### src/rtl/pc_stack_unit.sv
// pc_stack_unit: program counter with jump, skip, hold and a circular call/return stack
// Ports:
//   clk, reset            clock and asynchronous active-high reset
//   advance               qualifies an update; state holds when low
//   op[2:0], target       operation select and JUMP/CALL destination
//   pc                    registered program counter
//   flush                 one-cycle pulse marking the fetched instruction invalid
//   depth                 occupied return-stack entries, 0..STACK_DEPTH
//   stack_overflow/underflow  sticky push-while-full / pop-while-empty flags
// Optional feature macro PC_STACK_INTERRUPT_EN adds int_req, gie_set, gie and op 6 RETFIE.
module pc_stack_unit #(
    parameter int PC_W         = 13,
    parameter int STACK_DEPTH  = 8,
    parameter int RESET_VECTOR = 0,
    parameter int INT_VECTOR   = 4
) (
    input  logic                           clk,
    input  logic                           reset,
    input  logic                           advance,
    input  logic [2:0]                     op,
    input  logic [PC_W-1:0]                target,
`ifdef PC_STACK_INTERRUPT_EN
    input  logic                           int_req,
    input  logic                           gie_set,
    output logic                           gie,
`endif
    output logic [PC_W-1:0]                pc,
    output logic                           flush,
    output logic [$clog2(STACK_DEPTH):0]   depth,
    output logic                           stack_overflow,
    output logic                           stack_underflow
);
    localparam int SP_W = $clog2(STACK_DEPTH);
    localparam int D_W  = SP_W + 1;
    localparam logic [2:0] OP_JUMP = 3'd1, OP_CALL = 3'd2, OP_RET = 3'd3;
    localparam logic [2:0] OP_SKIP = 3'd4, OP_HOLD = 3'd5, OP_RETFIE = 3'd6;
    logic [PC_W-1:0] stack [STACK_DEPTH];
    logic [SP_W-1:0] sp, sp_dec;
    logic [PC_W-1:0] pc_nx, push_val;
    logic            take_int, retfie, push, pop, full, empty, flush_nx;
`ifdef PC_STACK_INTERRUPT_EN
    assign take_int = int_req & gie;
    assign retfie   = !take_int && op == OP_RETFIE;
`else
    assign take_int = 1'b0;
    assign retfie   = 1'b0;
`endif
    always_comb begin
        sp_dec   = sp - SP_W'(1);
        full     = depth == D_W'(STACK_DEPTH);
        empty    = depth == '0;
        push     = take_int || op == OP_CALL;
        pop      = !take_int && (op == OP_RET || retfie);
        // an interrupt re-executes the interrupted instruction, so it saves pc itself
        push_val = take_int ? pc : pc + PC_W'(1);
        pc_nx    = take_int ? PC_W'(INT_VECTOR) :
                   (op == OP_JUMP || op == OP_CALL) ? target :
                   pop ? stack[sp_dec] :
                   op == OP_SKIP ? pc + PC_W'(2) :
                   op == OP_HOLD ? pc : pc + PC_W'(1);
        flush_nx = push || pop || op == OP_JUMP || op == OP_SKIP;
    end
    always_ff @(posedge clk or posedge reset) begin
        if (reset) begin
            pc              <= PC_W'(RESET_VECTOR);
            flush           <= 1'b0;
            depth           <= '0;
            sp              <= '0;
            stack_overflow  <= 1'b0;
            stack_underflow <= 1'b0;
            for (int i = 0; i < STACK_DEPTH; i++) stack[i] <= '0;
`ifdef PC_STACK_INTERRUPT_EN
            gie             <= 1'b1;
`endif
        end else if (advance) begin
            pc    <= pc_nx;
            flush <= flush_nx;
            if (push) begin
                // a full stack keeps wrapping, overwriting the oldest entry
                stack[sp] <= push_val;
                sp        <= sp + SP_W'(1);
                if (full) stack_overflow <= 1'b1;
                else depth <= depth + D_W'(1);
            end else if (pop) begin
                sp <= sp_dec;
                if (empty) stack_underflow <= 1'b1;
                else depth <= depth - D_W'(1);
            end
`ifdef PC_STACK_INTERRUPT_EN
            if (take_int) gie <= 1'b0;
            else if (retfie || gie_set) gie <= 1'b1;
`endif
        end else begin
            flush <= 1'b0;
        end
    end
endmodule
### config.mk
export PLATFORM = sky130hd
export DESIGN_NAME = pc_stack_unit
export DESIGN_NICKNAME = d
export VERILOG_FILES = /design/src/rtl/pc_stack_unit.sv
export SDC_FILE = /design/constraint.sdc
export NUM_CORES = 1
export LEC_CHECK = 0
export ABC_CLOCK_PERIOD_IN_PS = 4700
export CAP_MARGIN = 0
export CELL_PAD_IN_SITES_DETAIL_PLACEMENT = 2
export CELL_PAD_IN_SITES_GLOBAL_PLACEMENT = 2
export CORE_ASPECT_RATIO = 1.1
export CORE_MARGIN = 5
export CORE_UTILIZATION = 39
export CTS_CLUSTER_SIZE = 10
export DETAILED_ROUTE_END_ITERATION = 10
export PLACE_DENSITY = 0.88
export SYNTH_ARGS = -nofsm -noshare
export SYNTH_HDL_FRONTEND = slang
export SYNTH_SLANG_ARGS = --single-unit
### constraint.sdc
create_clock -name clk -period 4.7 [get_ports clk]
set_input_delay 0.47 -clock clk [delete_from_list [all_inputs] [get_ports clk]]
set_output_delay 0.47 -clock clk [all_outputs]
set_load 0.03 [all_outputs]
# Word level (Yosys, flattened, before mapping)

Index checks and enable logic that the tools add are counted.

Add/sub/neg operators: 6
$mul: 0
Div/mod/pow operators: 0
$lt $le $gt $ge: 3
Equality and inequality tests: 9
Shift-type cells: 0
Muxes and demuxes: 17
Bitwise logic cells: 3
Reductions and logical operators: 13

Operators by type and width:

| kind                    | count |
|---|---|
| $bwmux W104             | 1 |
| $mux W13                | 7 |
| $bmux W13 S3            | 1 |
| $demux W13 S3           | 1 |
| $mux W4                 | 4 |
| $add A13 B1 Y13 const B | 1 |
| $add A13 B2 Y13 const B | 1 |
| $ge A4 B4 Y1 const B    | 2 |
| $not A3 Y4              | 2 |
| $reduce_and A4 Y1       | 2 |
| $eq A3 B2 Y1 const B    | 2 |
| $eq A3 B3 Y1 const B    | 2 |
| $mux W3                 | 2 |
| $reduce_and A2 Y1       | 3 |
| $add A4 B1 Y4 const B   | 1 |
| $eq A4 B4 Y1 const B    | 1 |
| $logic_not A4 Y1        | 1 |
| $logic_or A1 B1 Y1      | 4 |
| $lt A4 B1 Y1 const B    | 1 |
| $ne A2 B2 Y1 const B    | 2 |
| $ne A4 B4 Y1 const B    | 1 |
| $sub A4 B1 Y4 const B   | 1 |
| $add A3 B1 Y3 const B   | 1 |
| $eq A3 B1 Y1 const B    | 1 |
| other kinds (6)         | 6 |

Bits in registers: 127
Bits in latches: 0
RAM bits: 0
ROM bits: 0
Output and inout bits: 20
Word-level logic and storage cells: 65
Memories: 0

# Depth between registers and ports, before layout

Depth in word-level cells: 7
Depth in mapped cells: 10
Gate-level depth less buffers: 8

# Least setup slack after synthesis

OpenSTA, ideal clock, no wires.

Path kind: register -> register
Start: register sp[0]
End: register pc[1]
Setup time: 0.141 ns
Arrival time: 2.324 ns
Required time: 4.559 ns
Setup slack: 2.235 ns
Stages on the path, launching flop included: 10
Buffers on the path: 4
Clock period less this slack: 2.465 ns
Path through: dfrtp_1 -> buf_2 -> inv_1 -> ha_1 -> buf_2 -> buf_4 -> buf_4 -> mux4_2 -> a211oi_1 -> a211oi_1

Longest elaborated chain between the ends: 7

Ends and longest elaborated chain:

| item                                        | line | source |
|---|---|---|
| start, declared                             | 38   | `logic [SP_W-1:0] sp, sp_dec;` |
| start signal, assigned                      | 81   | `sp <= sp + SP_W'(1);` |
| start signal, assigned                      | 85   | `sp <= sp_dec;` |
| $sub A3 B1 Y3                               | 49   | `sp_dec = sp - SP_W'(1);` |
| named net sp_dec[0]                         | 38   |  |
| $not A3 Y4 (implied by the code)            | 58   | `pop ? stack[sp_dec] :` |
| $bmux W13 S3                                | 58   |  |
| $mux W13 (implied by the code) (2 in a row) | 58   |  |
| $mux W13                                    | 58   |  |
| $mux W13                                    | 57   | `(op == OP_JUMP \|\| op == OP_CALL) ? target :` |
| end signal, assigned                        | 65   | `pc <= PC_W'(RESET_VECTOR);` |
| end signal, assigned                        | 76   | `pc <= pc_nx;` |
| end, declared                               | 27   | `output logic [PC_W-1:0] pc,` |

The timed path passes the listed nets, and every way through them passes these cells. The select of a mux whose other input is x is not followed.
A chain may end at the register's enable or synchronous reset.

# Worst setup path after layout

Start: input port op[2]
End: register stack[1] (netlist bit)

Longest elaborated chain between the ends: 2

Ends and longest elaborated chain:

| item                               | line | source |
|---|---|---|
| start, declared                    | 20   | `input logic [2:0] op,` |
| $eq A3 B2 Y1                       | 52   | `push = take_int \|\| op == OP_CALL;` |
| $reduce_and A2 Y1 (no source line) | -    |  |
| end signal, assigned by index      | 80   | `stack[sp] <= push_val;` |
| end, declared                      | 37   | `logic [PC_W-1:0] stack [STACK_DEPTH];` |

No other way between the ends.

==> results.json <==
{
  "status": "complete, no violations",
  "tns_ps": 0,
  "final_nets": 682,
  "final_util_pct": 46.3,
  "die_w_um": 133,
  "root_buffer": "clkbuf_16",
  "max_stage_delay_ps": 810,
  "setup_viol": 0,
  "syn_nets": 661,
  "slowest_stage": "clkdlybuf4s50_1",
  "seqPwrFrac_pct": 35.8,
  "dpl_worst_slack_ps": 1120,
  "ys_warn_count": 0,
  "cp-startpoint": "op[2]",
  "cts_setup_buffers": 0,
  "drive_above_1_share_pct": 14.4,
  "fin_ws_ps": 1500,
  "cp.arrival_ps": 3490,
  "swShare_pct": 40.2,
  "max_cap_violations": 0,
  "post-route-period-util_pct": 68.0,
  "critPathBufInv": 2,
  "first_pass_iters": 5,
  "yosysTopAreaCellShare_pct": 48.7,
  "clkSinkCount": 127,
  "portBuffers": 38,
  "clock.fmax_ghz": 0.313,
  "detail-route-antenna-nets": 0,
  "maxSlewViolCount": 0,
  "p_int_mw": 3.26,
  "antenna_cells": 0,
  "slew_headroom_pct": 26.9,
  "critical_path_required_ps": 5000,
  "rr_startpoint": "sp[1]$_DFFE_PP0P_",
  "cts_resized": 0,
  "die_h_um": 146,
  "die_area_um2": 19400,
  "min_period_ps": 3200,
  "hold_violations": 0,
  "ys_ff_latch": 127,
  "clk_pin_slew_ps": 50,
  "synth_edf_count": 0,
  "crit_path_cell_trace": "clkdlybuf4s50_1 > nand3b_2 > nor2_4 > and4_1 > buf_4 > mux2_2",
  "grt_pass1_wl_mm": 37.2,
  "syn_to_final_growth_pct": 16.1,
  "via_count": 5416,
  "clock_skew_ps": 12.4,
  "coreArea_um2": 16400,
  "cts_tree": "done",
  "min_path_type": "reg -> reg",
  "synth.distinct_cells": 63,
  "pwr-share-comb_pct": 40.2,
  "wire_per_inst_um": 27.2,
  "p_per_area_nw_per_um2": 720,
  "worst_pin_slew_ps": 1090,
  "irDropWorstVdd_uv": 295,
  "yosys.area.top_type": "dfrtp_1",
  "clkLatencyLatePin_ps": 420,
  "ys_async_sr_fraction_pct": 100,
  "grt_max_degree": 70,
  "p_clk_share_pct": 24.1,
  "grt_pass1_vias": 6066,
  "power_leakage_nw": 3.23,
  "io_pins": 39,
  "syn_inst": 636,
  "vias_per_cell": 6.22,
  "antenna_found_initial": 0,
  "path_delay_family": "simple AND/OR/NAND/NOR gates",
  "avgSynthCellArea_um2": 10.3,
  "start_util_pct": 39.8,
  "cp-start-kind": "primary input",
  "cts_buffer_depth": 2,
  "drc_errors": 0,
  "yosysMostFrequentCell": "dfrtp_1",
  "endpoint_kind": "flop",
  "critical_path_class": "in -> reg",
  "routed_wirelength_mm": 23.7,
  "yosysSeqAreaShare_pct": 48.7,
  "rsz0062_at_grt": "no",
  "rows": 49,
  "grt_util_all_layers_pct": 25.0,
  "drtIter0Drc": 295,
  "h-tree-depth": 4,
  "crit_fanout": 22,
  "ys.flop_type": "dfrtp_1",
  "p_sw_mw": 2.19,
  "whs_ps": 482,
  "grt_remaining_overflow": 0,
  "hpwl_mm": 15.4,
  "numCtsBuffers": 17,
  "synth_area_um2": 6520,
  "cts_hold_buf": 0,
  "place.gp.congestion": 0.849,
  "synthTopCellsByCount": "127 x dfrtp_1, 82 x nand2_1, 66 x nor2_1, 55 x a21oi_1, 52 x o21ai_0",
  "synth.area.top_cells": "dfrtp_1 49%, mux4_2 8.6%, nand2_1 4.7%, a21oi_1 4.2%, o21ai_0 4.0%",
  "min_from": "stack[97]$_DFFE_PP0P_"
}
[worst reg2reg max path: cells and delay by family (launching register included)]
| kind | cells | cell delay (ps) |
|---|---|---|
| AOI/OAI and AO/OA | 2 | 360 |
| adders and majority gates | 1 | 760 |
| buffers and inverters | 2 | 620 |
| DFF | 1 | 470 |
| muxes | 1 | 560 |
| and+or+nand+nor | 2 | 270 |
[logic make-up (layout without fill, tap and decap cells)]
kind of cell | count (synthesis) | in the layout | synth area share (%)
XOR/XNOR | 25 | 25 | 3.59
AND/OR/NAND/NOR | 210 | 210 | 15.1
AO/OA/AOI/OAI | 160 | 160 | 14.2
adder cells (fa/ha/maj) | 7 | 7 | 1.30
flip-flops | 127 | 127 | 48.7
buffers and inverters | 58 | 89 | 4.38
multiplexers | 49 | 49 | 12.7
[area by class of cell]
cell class	count	area, um^2
Fill cell	1638	8800
Sequential cell	127	3180
Multi-Input combinational cell	451	3060
Clock buffer	23	488
Timing Repair Buffer	50	470
Tap cell	204	255
Clock inverter	6	83.8
Inverter	10	40.0
[layout by cell type, fill, tap and decap left out, types with 9 or more instances in the layout]
cell type          n
xnor2_1           15
dfrtp_1          127
a21oi_1           55
a31oi_1            9
o21ai_0           52
buf_4             12
mux4_2            25
nand3_1           18
mux2_2            19
nand2_1           82
nor2_1            66
clkdlybuf4s50_1   38
clkbuf_16         17
[sequential cells by signal (all words and copies together) (netlist names)]
name	count
depth	4
sp	3
stack_overflow	1
stack	104
stack_underflow	1
flush	1
pc	13
[per-layer routing]
metal  track usage (%)  wire, um  up-vias
met5                 0         0        -
met4              12.1      1010        0
met3              4.60      1130       68
met2              43.6     12200      196
met1              29.6      9370     2849
li1                  -         -     2303
[path summary, 6_finish.rpt]
check / endpoint / slack, ps / cells after the start
worst max-delay path: stack[1]$_DFFE_PP0P_ / 1500 / 6
worst min-delay path: stack[97]$_DFFE_PP0P_ / 480 / 2
worst max register to register: pc[8]$_DFFE_PP0P_ / 1520 / 8
worst min register to register: stack[97]$_DFFE_PP0P_ / 480 / 2
max in group asynchronous: stack[36]$_DFFE_PP0P_ / 3080 / 3
min in group asynchronous: stack[92]$_DFFE_PP0P_ / 620 / 2
[power groups by stage]
| stage | logic (mW) | registers [mW] | clock network (mW) |
|---|---|---|---|
| CTS | 2.19 | 1.94 | 1.33 |
| detailed placement | 2.11 | 1.93 | 0 |
| global placement | 1.96 | 1.86 | 0 |
| floorplan | 1.41 | 1.85 | 0 |
| finish | 2.19 | 1.95 | 1.31 |
| global route | 2.33 | 1.99 | 1.38 |
[stage by stage]
stage / area, um^2 / instances / power, mW
finish: 7570 / 871 / 5.46
global route: 7570 / 871 / 5.71
CTS: 7570 / 871 / 5.47
detailed placement: 7000 / 842 / 4.04
global placement: 7000 / 842 / 3.82
floorplan: 6520 / 636 / 3.25
No activity file was read; power rests on OpenSTA's default activity.
